### config.mk
export PLATFORM = sky130hd
export DESIGN_NAME = rv_multicycle_seq
export DESIGN_NICKNAME = d
export VERILOG_FILES = /design/src/rtl/rv_multicycle_seq.sv
export SDC_FILE = /design/constraint.sdc
export NUM_CORES = 1
export LEC_CHECK = 0
export BUFFER_PORTS_ARGS = -buffer_cell sky130_fd_sc_hd__buf_2
export CORE_MARGIN = 10
export CORE_UTILIZATION = 37
export CTS_CLUSTER_DIAMETER = 40
export DETAILED_ROUTE_END_ITERATION = 10
export PLACE_DENSITY_LB_ADDON = 0.3
export SYNTH_ARGS = -nofsm -noshare
export SYNTH_HDL_FRONTEND = slang
export SYNTH_SLANG_ARGS = --single-unit
### constraint.sdc
create_clock -name iwClk -period 1.4 [get_ports iwClk]
set_input_delay 0.21 -clock iwClk [delete_from_list [all_inputs] [get_ports iwClk]]
set_output_delay 0.21 -clock iwClk [all_outputs]
set_load 0.02 [all_outputs]
### src/rtl/rv_multicycle_seq.sv
// rv_multicycle_seq: RV32I multi-cycle FETCH/DECODE/EXEC/MEM/WB sequencer sharing one memory port.
// Optional performance counters are built when RV_SEQ_PERF_COUNTERS_EN is defined.
`ifndef REG_SOURCE_MEMORY
`define REG_SOURCE_MEMORY 2'd1
`endif
module rv_multicycle_seq #(
  parameter int MEM_TIMEOUT = 255
) (
  input  logic        iwClk,
  input  logic        iwRst,
  input  logic        iwnIllegal,
  input  logic        iwDMemWrite,
  input  logic [1:0]  iwWriteRegSource,
  input  logic [4:0]  iwWriteReg,
  input  logic        iwMemAck,
  output logic        owMemReq,
  output logic        owMemWe,
  output logic        owMemIsFetch,
  output logic        owIrLoad,
  output logic        owPcWrite,
  output logic        owRegWrite,
  output logic        owRetire,
  output logic        owHalted,
  output logic        owBusError,
  output logic [2:0]  owState,
  output logic [31:0] owCycleCount,
  output logic [31:0] owRetireCount
);
  typedef enum logic [2:0] {
    BOOT   = 3'd0,
    FETCH  = 3'd1,
    DECODE = 3'd2,
    EXEC   = 3'd3,
    MEM    = 3'd4,
    WB     = 3'd5,
    HALT   = 3'd6
  } state_t;
  state_t state, nxt;
  logic [7:0] waitCnt;
  logic busErr, reqState, timeout;
  assign reqState = state == FETCH || state == MEM;
  // an ack arriving in the timeout cycle still completes the transfer
  assign timeout = reqState && !iwMemAck && waitCnt == 8'(MEM_TIMEOUT - 1);
  always_comb begin
    nxt = state;
    case (state)
      BOOT:    nxt = FETCH;
      FETCH:   nxt = iwMemAck ? DECODE : timeout ? HALT : FETCH;
      DECODE:  nxt = iwnIllegal ? EXEC : HALT;
      EXEC:    nxt = (iwDMemWrite || iwWriteRegSource == `REG_SOURCE_MEMORY) ? MEM : WB;
      MEM:     nxt = iwMemAck ? WB : timeout ? HALT : MEM;
      WB:      nxt = FETCH;
      HALT:    nxt = HALT;
      default: nxt = BOOT;
    endcase
  end
  always_ff @(posedge iwClk or posedge iwRst) begin
    if (iwRst) begin
      state   <= BOOT;
      waitCnt <= 8'd0;
      busErr  <= 1'b0;
    end else begin
      state   <= nxt;
      waitCnt <= (reqState && nxt == state) ? waitCnt + 8'd1 : 8'd0;
      busErr  <= busErr | timeout;
    end
  end
  assign owMemReq     = reqState;
  assign owMemIsFetch = state == FETCH;
  assign owMemWe      = state == MEM && iwDMemWrite;
  assign owIrLoad     = state == FETCH && iwMemAck;
  assign owPcWrite    = state == WB;
  assign owRetire     = state == WB;
  assign owRegWrite   = state == WB && iwWriteReg != 5'd0;
  assign owHalted     = state == HALT;
  assign owBusError   = busErr;
  assign owState      = state;
`ifdef RV_SEQ_PERF_COUNTERS_EN
  logic [31:0] cycleCnt, retireCnt;
  always_ff @(posedge iwClk or posedge iwRst) begin
    if (iwRst) begin
      cycleCnt  <= 32'd0;
      retireCnt <= 32'd0;
    end else begin
      if (state != BOOT && state != HALT) cycleCnt <= cycleCnt + 32'd1;
      if (owRetire) retireCnt <= retireCnt + 32'd1;
    end
  end
  assign owCycleCount  = cycleCnt;
  assign owRetireCount = retireCnt;
`else
  assign owCycleCount  = 32'd0;
  assign owRetireCount = 32'd0;
`endif
endmodule

==> flow_metrics.tcl, run 1 <==
set metrics [dict create \
    rows 20 \
    syn2layout_area_growth_pct 15.9 \
    cts_sinks 12 \
    layout-drive-gt1-share_pct 36.5 \
    crit_path_max_incr_delay_ns 0.43 \
    path_cells "buf_6 > and3_4 > o21a_4 > buf_6" \
    track_usage_pct 8.63 \
    route.vias.total 891 \
    power.share.clock_pct 10.4 \
    synthArstFlopShare_pct 100 \
    cts_buffers 3 \
    worstRegToRegCells 3 \
    drt_iter0_markers 69 \
    p_seq_share_pct 22.2 \
    hp-start "iwMemAck" \
    yosysSeqAreaShare_pct 25.1 \
    synthTopCellsByCount "65 x buf_4, 12 x dfrtp_1, 8 x inv_1" \
    finalNonFillerCells 222 \
    final_nets 193 \
    cpMostUsedCell "buf_6" \
    fmax_mhz 697 \
    place_ws_ns -0.0274 \
    cap_violations 0 \
    rr_endpoint "waitCnt[4]" \
    clkTransAtPathRegs_ns 0.07 \
    reg2reg_slack_ns 0.01 \
    power_density_nw_per_um2 1520 \
    critPathSlowestCell "dfrtp_2" \
    hold_viol 0 \
    cp.arrival_ns 1.23 \
    synthesis.instances 141 \
    place.gp.congestion 0.804 \
    drtAntennaViolNets 0 \
    violations "setup timing" \
    drt_drc_violations_left 0 \
    intPower_w 0.00115 \
    synth_area_um2 1200 \
    ys.flop_type "dfrtp_1" \
    clock_path_buffers 2 \
    worst_setup_path_end_kind "primary output" \
    rsz0062_at_grt "true" \
    grt_pass1_wl_um 4410 \
    setup_viol 4 \
    multiInputGateArea_um2 683 \
    clock-root-buffer "clkbuf_4" \
    fin_ws_ns -0.0353 \
    grt_max_degree 13 \
    routed_via_density 4.01 \
    wirelength_um 2880 \
    pin_count 88 \
    portBuffers 23 \
    ys_ff_latch 12 \
    status "finished, violations left" \
    fillers 313 \
    hp-class "in -> reg" \
    finalMaxSlewViolations 0 \
    critPathKind "reg -> out" \
    p_sw_share_pct 45.5 \
    switchingPower_w 0.000955 \
    p_leak_nw 0.742 \
    initial_core_util_pct 38.9 \
    place_inst 209 \
    required_ns 1.19 \
    dp_hpwl_um 2230 \
    fp.dieH_um 76.9 \
    synth.distinct_cells 36 \
    diodes 0 \
    clk_latency_ns 0.27 \
    period_needed_ns 1.44 \
    ys_top_cells_by_area "buf_4 41%, dfrtp_1 25%, nor3_1 2.9%" \
    synth_top_area_share_pct 40.8 \
    yosys_warnings 0 \
    worstReg2RegStart "owState[0]" \
    grt_antenna_before_repair 0 \
    grt_pass1_vias 988 \
    finalCritPeriodShare_pct 103 \
    wire_per_inst_um 13.0 \
    die_area_um2 5910 \
    synth_edf_count 0 \
    seqCellArea_um2 303 \
    power_frac_comb_pct 67.4 \
    utilization_pct 45.0 \
    p_total_w 0.00210 \
    path_max_fanout 3 \
    hold_depth 2 \
    die_x_um 76.9 \
    worst_clock_skew_ns 0.00222 \
    yosysMostFrequentCell "buf_4" \
    firstDrtPassIters 4 \
    min_to "owState[2]" \
    synth_largest_area_cell "buf_4" \
    worst_setup_path_start_kind "flop" \
    synth.avg_cell_area_um2 8.48 \
    irDropWorstVdd_uv 641 \
    grt-ovfl-total 0 \
    core_um2 3080 \
    finalSetupTns_ns -0.120 \
    cts_tree "built" \
    cts_max_level 1 \
]
==> sequential cells by signal, summed over array words and instances (netlist names) <==
name,count
owState,3
owBusError,1
waitCnt,8
==> cells in the final DEF, fill, tap and decap left out, types with 2 or more instances in the layout <==
master and count:
buf_6 9, dfrtp_2 2, a211oi_2 2, conb_1 64, inv_4 2, nor3_1 5
inv_1 6, a31oi_1 2, clkbuf_4 3, nor2_1 2, buf_2 18, buf_4 11
dfrtp_1 10, a211o_1 2, ha_2 2, o21bai_1 2, nand2b_4 3, a41oi_1 2
a21oi_1 2, nand2_1 2
==> through the flow <==
step / hold WS [ns] / instance area, um^2
after floorplan: 0.0746 / 1440
after CTS: 0.283 / 1320
after global placement: 0.239 / 1150
after global routing: 0.261 / 1390
final: 0.250 / 1390
after detailed placement: 0.240 / 1150
==> cell type report <==
type                       count  share of cell area (%)
multi-input combinational    115                    49.3
sequential                    12                    21.8
timing repair buffer          39                    20.5
tap                           44                    3.97
inverter                       8                    2.53
clock buffer                   4                    1.90
==> worst max path at each step <==
stage | from | slack (ns) | endpoint
after floorplan | waitCnt[0] | 0.002 | waitCnt[5]
after global placement | waitCnt[0] | 0.01 | waitCnt[5]
after detailed placement | waitCnt[0] | -0.03 | waitCnt[5]
after CTS | owState[0] | -0.03 | owRegWrite
after global routing | owState[0] | -0.08 | owIrLoad
final | owState[0] | -0.04 | owRegWrite
==> cells by family (layout without fill, tap and decap cells) <==
group	count (synthesis)	after routing	share of synthesized area, %
compound gates	21	21	13.5
simple gates	26	26	12.8
fa+ha+maj	2	2	2.09
flops	12	12	25.1
buf+inv	77	51	44.8
xor+xnor	2	2	1.46
other cells	1	64	0.314
==> repair_timing <==
action / 4_1_cts / 5_1_grt
pin swaps: 2 / 2
setup buffers: 7 / 2
hold buffers: 1 / 0
hold endpoints to repair: 12 / 0
resized for setup: 26 / 13
endpoints found under the setup margin: 14 / 14
==> worst max-delay path, delay by kind of cell, from the launching register on <==
kind	cells	cell delay [ns]
simple gates	1	0.16
compound gates	1	0.11
flops	1	0.43
buf+inv	2	0.25
==> per-layer routing <==
| metal | part of all wire [%] | global-route usage, % | vias to the layer above |
|---|---|---|---|
| met3 | 8.7 | 3.15 | 4 |
| met5 | 0 | 0 | - |
| met1 | 35 | 8.26 | 412 |
| met4 | 1.9 | 3.72 | 0 |
| met2 | 54 | 16.1 | 56 |
| li1 | - | - | 419 |
==> power groups by stage <==
stage / Combinational [W] / Clock, W / Sequential (W)
floorplan: 0.000700 / 0 / 0.000515
global placement: 0.000882 / 0 / 0.000469
detailed placement: 0.000889 / 0 / 0.000472
CTS: 0.00128 / 0.000224 / 0.000458
global route: 0.00150 / 0.000238 / 0.000470
finish: 0.00142 / 0.000219 / 0.000466
No activity file was read; power rests on OpenSTA's default activity.
==> run 2: changes to the inputs <==
- MAX_ROUTING_LAYER: default -> met4
==> run 2 against run 1 <==
  * The run still ends with setup timing left
  * Global-route usage rose by 0.23 points
  * First-iteration DRC count decreased by 12%
  * Register-to-register slack barely moved
  * Largest cell class unchanged
  * Sequential cell count stayed put
  * Final cell count is the same
==> flow_metrics.tcl, run 2 (synthesis results as in run 1) <==
set metrics [dict create \
    grt_pass1_wl_um 4410 \
    final_cell_mix "64 x conb_1, 18 x buf_2, 11 x buf_4" \
    hp-start "iwMemAck" \
    cts_buffers 3 \
    fp.dieH_um 76.9 \
    place.gp.congestion 0.816 \
    fin_ws_ns -0.0384 \
    worst_setup_path_start_kind "flop" \
    cp-startpoint "owState[0]" \
    core_um2 3080 \
    place_inst 209 \
    grt_antenna_before_repair 0 \
    clock_path_buffers 2 \
    clkTransAtPathRegs_ns 0.07 \
    wirelength_um 2880 \
    rows 20 \
    hold_viol 0 \
    violations "setup timing" \
    cap_violations 0 \
    rsz0062_at_grt "true" \
    clk_latency_ns 0.27 \
    final_nets 193 \
    die_x_um 76.9 \
    wire_per_inst_um 13.0 \
    power_density_nw_per_um2 1520 \
    setup_viol 4 \
    worst_setup_path_end_kind "primary output" \
    p_leak_nw 0.742 \
    required_ns 1.19 \
    clock-root-buffer "clkbuf_4" \
    diodes 0 \
    finalNonFillerCells 222 \
    track_usage_pct 8.87 \
    initial_core_util_pct 38.9 \
    p_total_w 0.00211 \
    utilization_pct 45.0 \
    routed_via_density 4.03 \
    fmax_mhz 695 \
    grt-ovfl-total 0 \
    top_register "waitCnt" \
    path_max_fanout 3 \
    final_common_cell "conb_1" \
    firstDrtPassIters 4 \
    cp.arrival_ns 1.23 \
    cts_tree "built" \
    grt_pass1_vias 988 \
    largest_reg_flops 8 \
    drtAntennaViolNets 0 \
    layout-drive-gt1-share_pct 36.5 \
    finalMaxSlewViolations 0 \
    grt_max_degree 13 \
    worstReg2RegStart "owState[0]" \
    portBuffers 23 \
    critPathKind "reg -> out" \
    syn2layout_area_growth_pct 15.9 \
    drt_drc_violations_left 0 \
    pin_count 88 \
    drt_iter0_markers 61 \
    status "finished, violations left" \
    period_needed_ns 1.44 \
    hp-class "in -> reg" \
    cts_sinks 12 \
    route.vias.total 894 \
    cts_max_level 1 \
    worst_clock_skew_ns 0.00263 \
    die_area_um2 5910 \
    finalCritPeriodShare_pct 103 \
    irDropWorstVdd_uv 659 \
    dp_hpwl_um 2230 \
]
-- run 2: cell counts in the layout (fill, tap and decap cells not counted) --
No cell type changed its count.
-- run 2: stage by stage --
step | setup slack, ns | hold slack (ns) | instance area [um^2] | TNS [ns]
CTS | -0.0324 | 0.283 | 1320 | -0.0781
floorplan | 0.00192 | 0.0746 | 1440 | 0
finish | -0.0384 | 0.247 | 1390 | -0.133
global route | -0.0766 | 0.261 | 1390 | -0.507
global placement | 0.0135 | 0.239 | 1150 | 0
detailed placement | -0.0274 | 0.240 | 1150 | -0.0530
-- run 2: power breakdown --
part | switching [W] | internal (W) | leakage (nW)
sequential | 0.0000557 | 0.000408 | 0.157
clock | 0.000115 | 0.000110 | 0.0150
combinational | 0.000789 | 0.000628 | 0.569
-- run 2: layout make-up --
cell class	count	area (um^2)
inverters	8	35.0
flip-flops and latches	12	303
well taps	44	55.1
repair buffers	39	284
multi-input cells	115	683
fillers	313	1690
clock buffers	4	26.3
-- run 2: per-layer routing --
metal	track usage, %	wire length, um	part of all wire [%]
met5	-	0	0
met1	8.26	995	35
met4	3.72	55	1.9
met3	3.15	255	8.9
met2	16.1	1570	55
-- run 2: critical path, cell delays in order (launching register included) --
cell	delay (ns)
dfrtp_2	0.43
buf_6	0.12
and3_4	0.16
o21a_4	0.11
buf_6	0.13
-- run 2: repair_timing --
action	in CTS	in global routing
hold buffers	1	0
pin swaps	2	2
buffers inserted	7	2
endpoints found under the setup margin	14	14
resized for setup	26	13
hold endpoints to repair	12	0
-- run 2: path summary, 6_finish.rpt --
check	slack, ns	depth (start not counted)	endpoint
max	-0.04	4	owRegWrite
min	0.25	2	owState[2]
max reg2reg	0.01	3	waitCnt[4]
min reg2reg	0.47	1	owBusError
max in group asynchronous	0.59	3	owState[1]
min in group asynchronous	0.47	3	owBusError
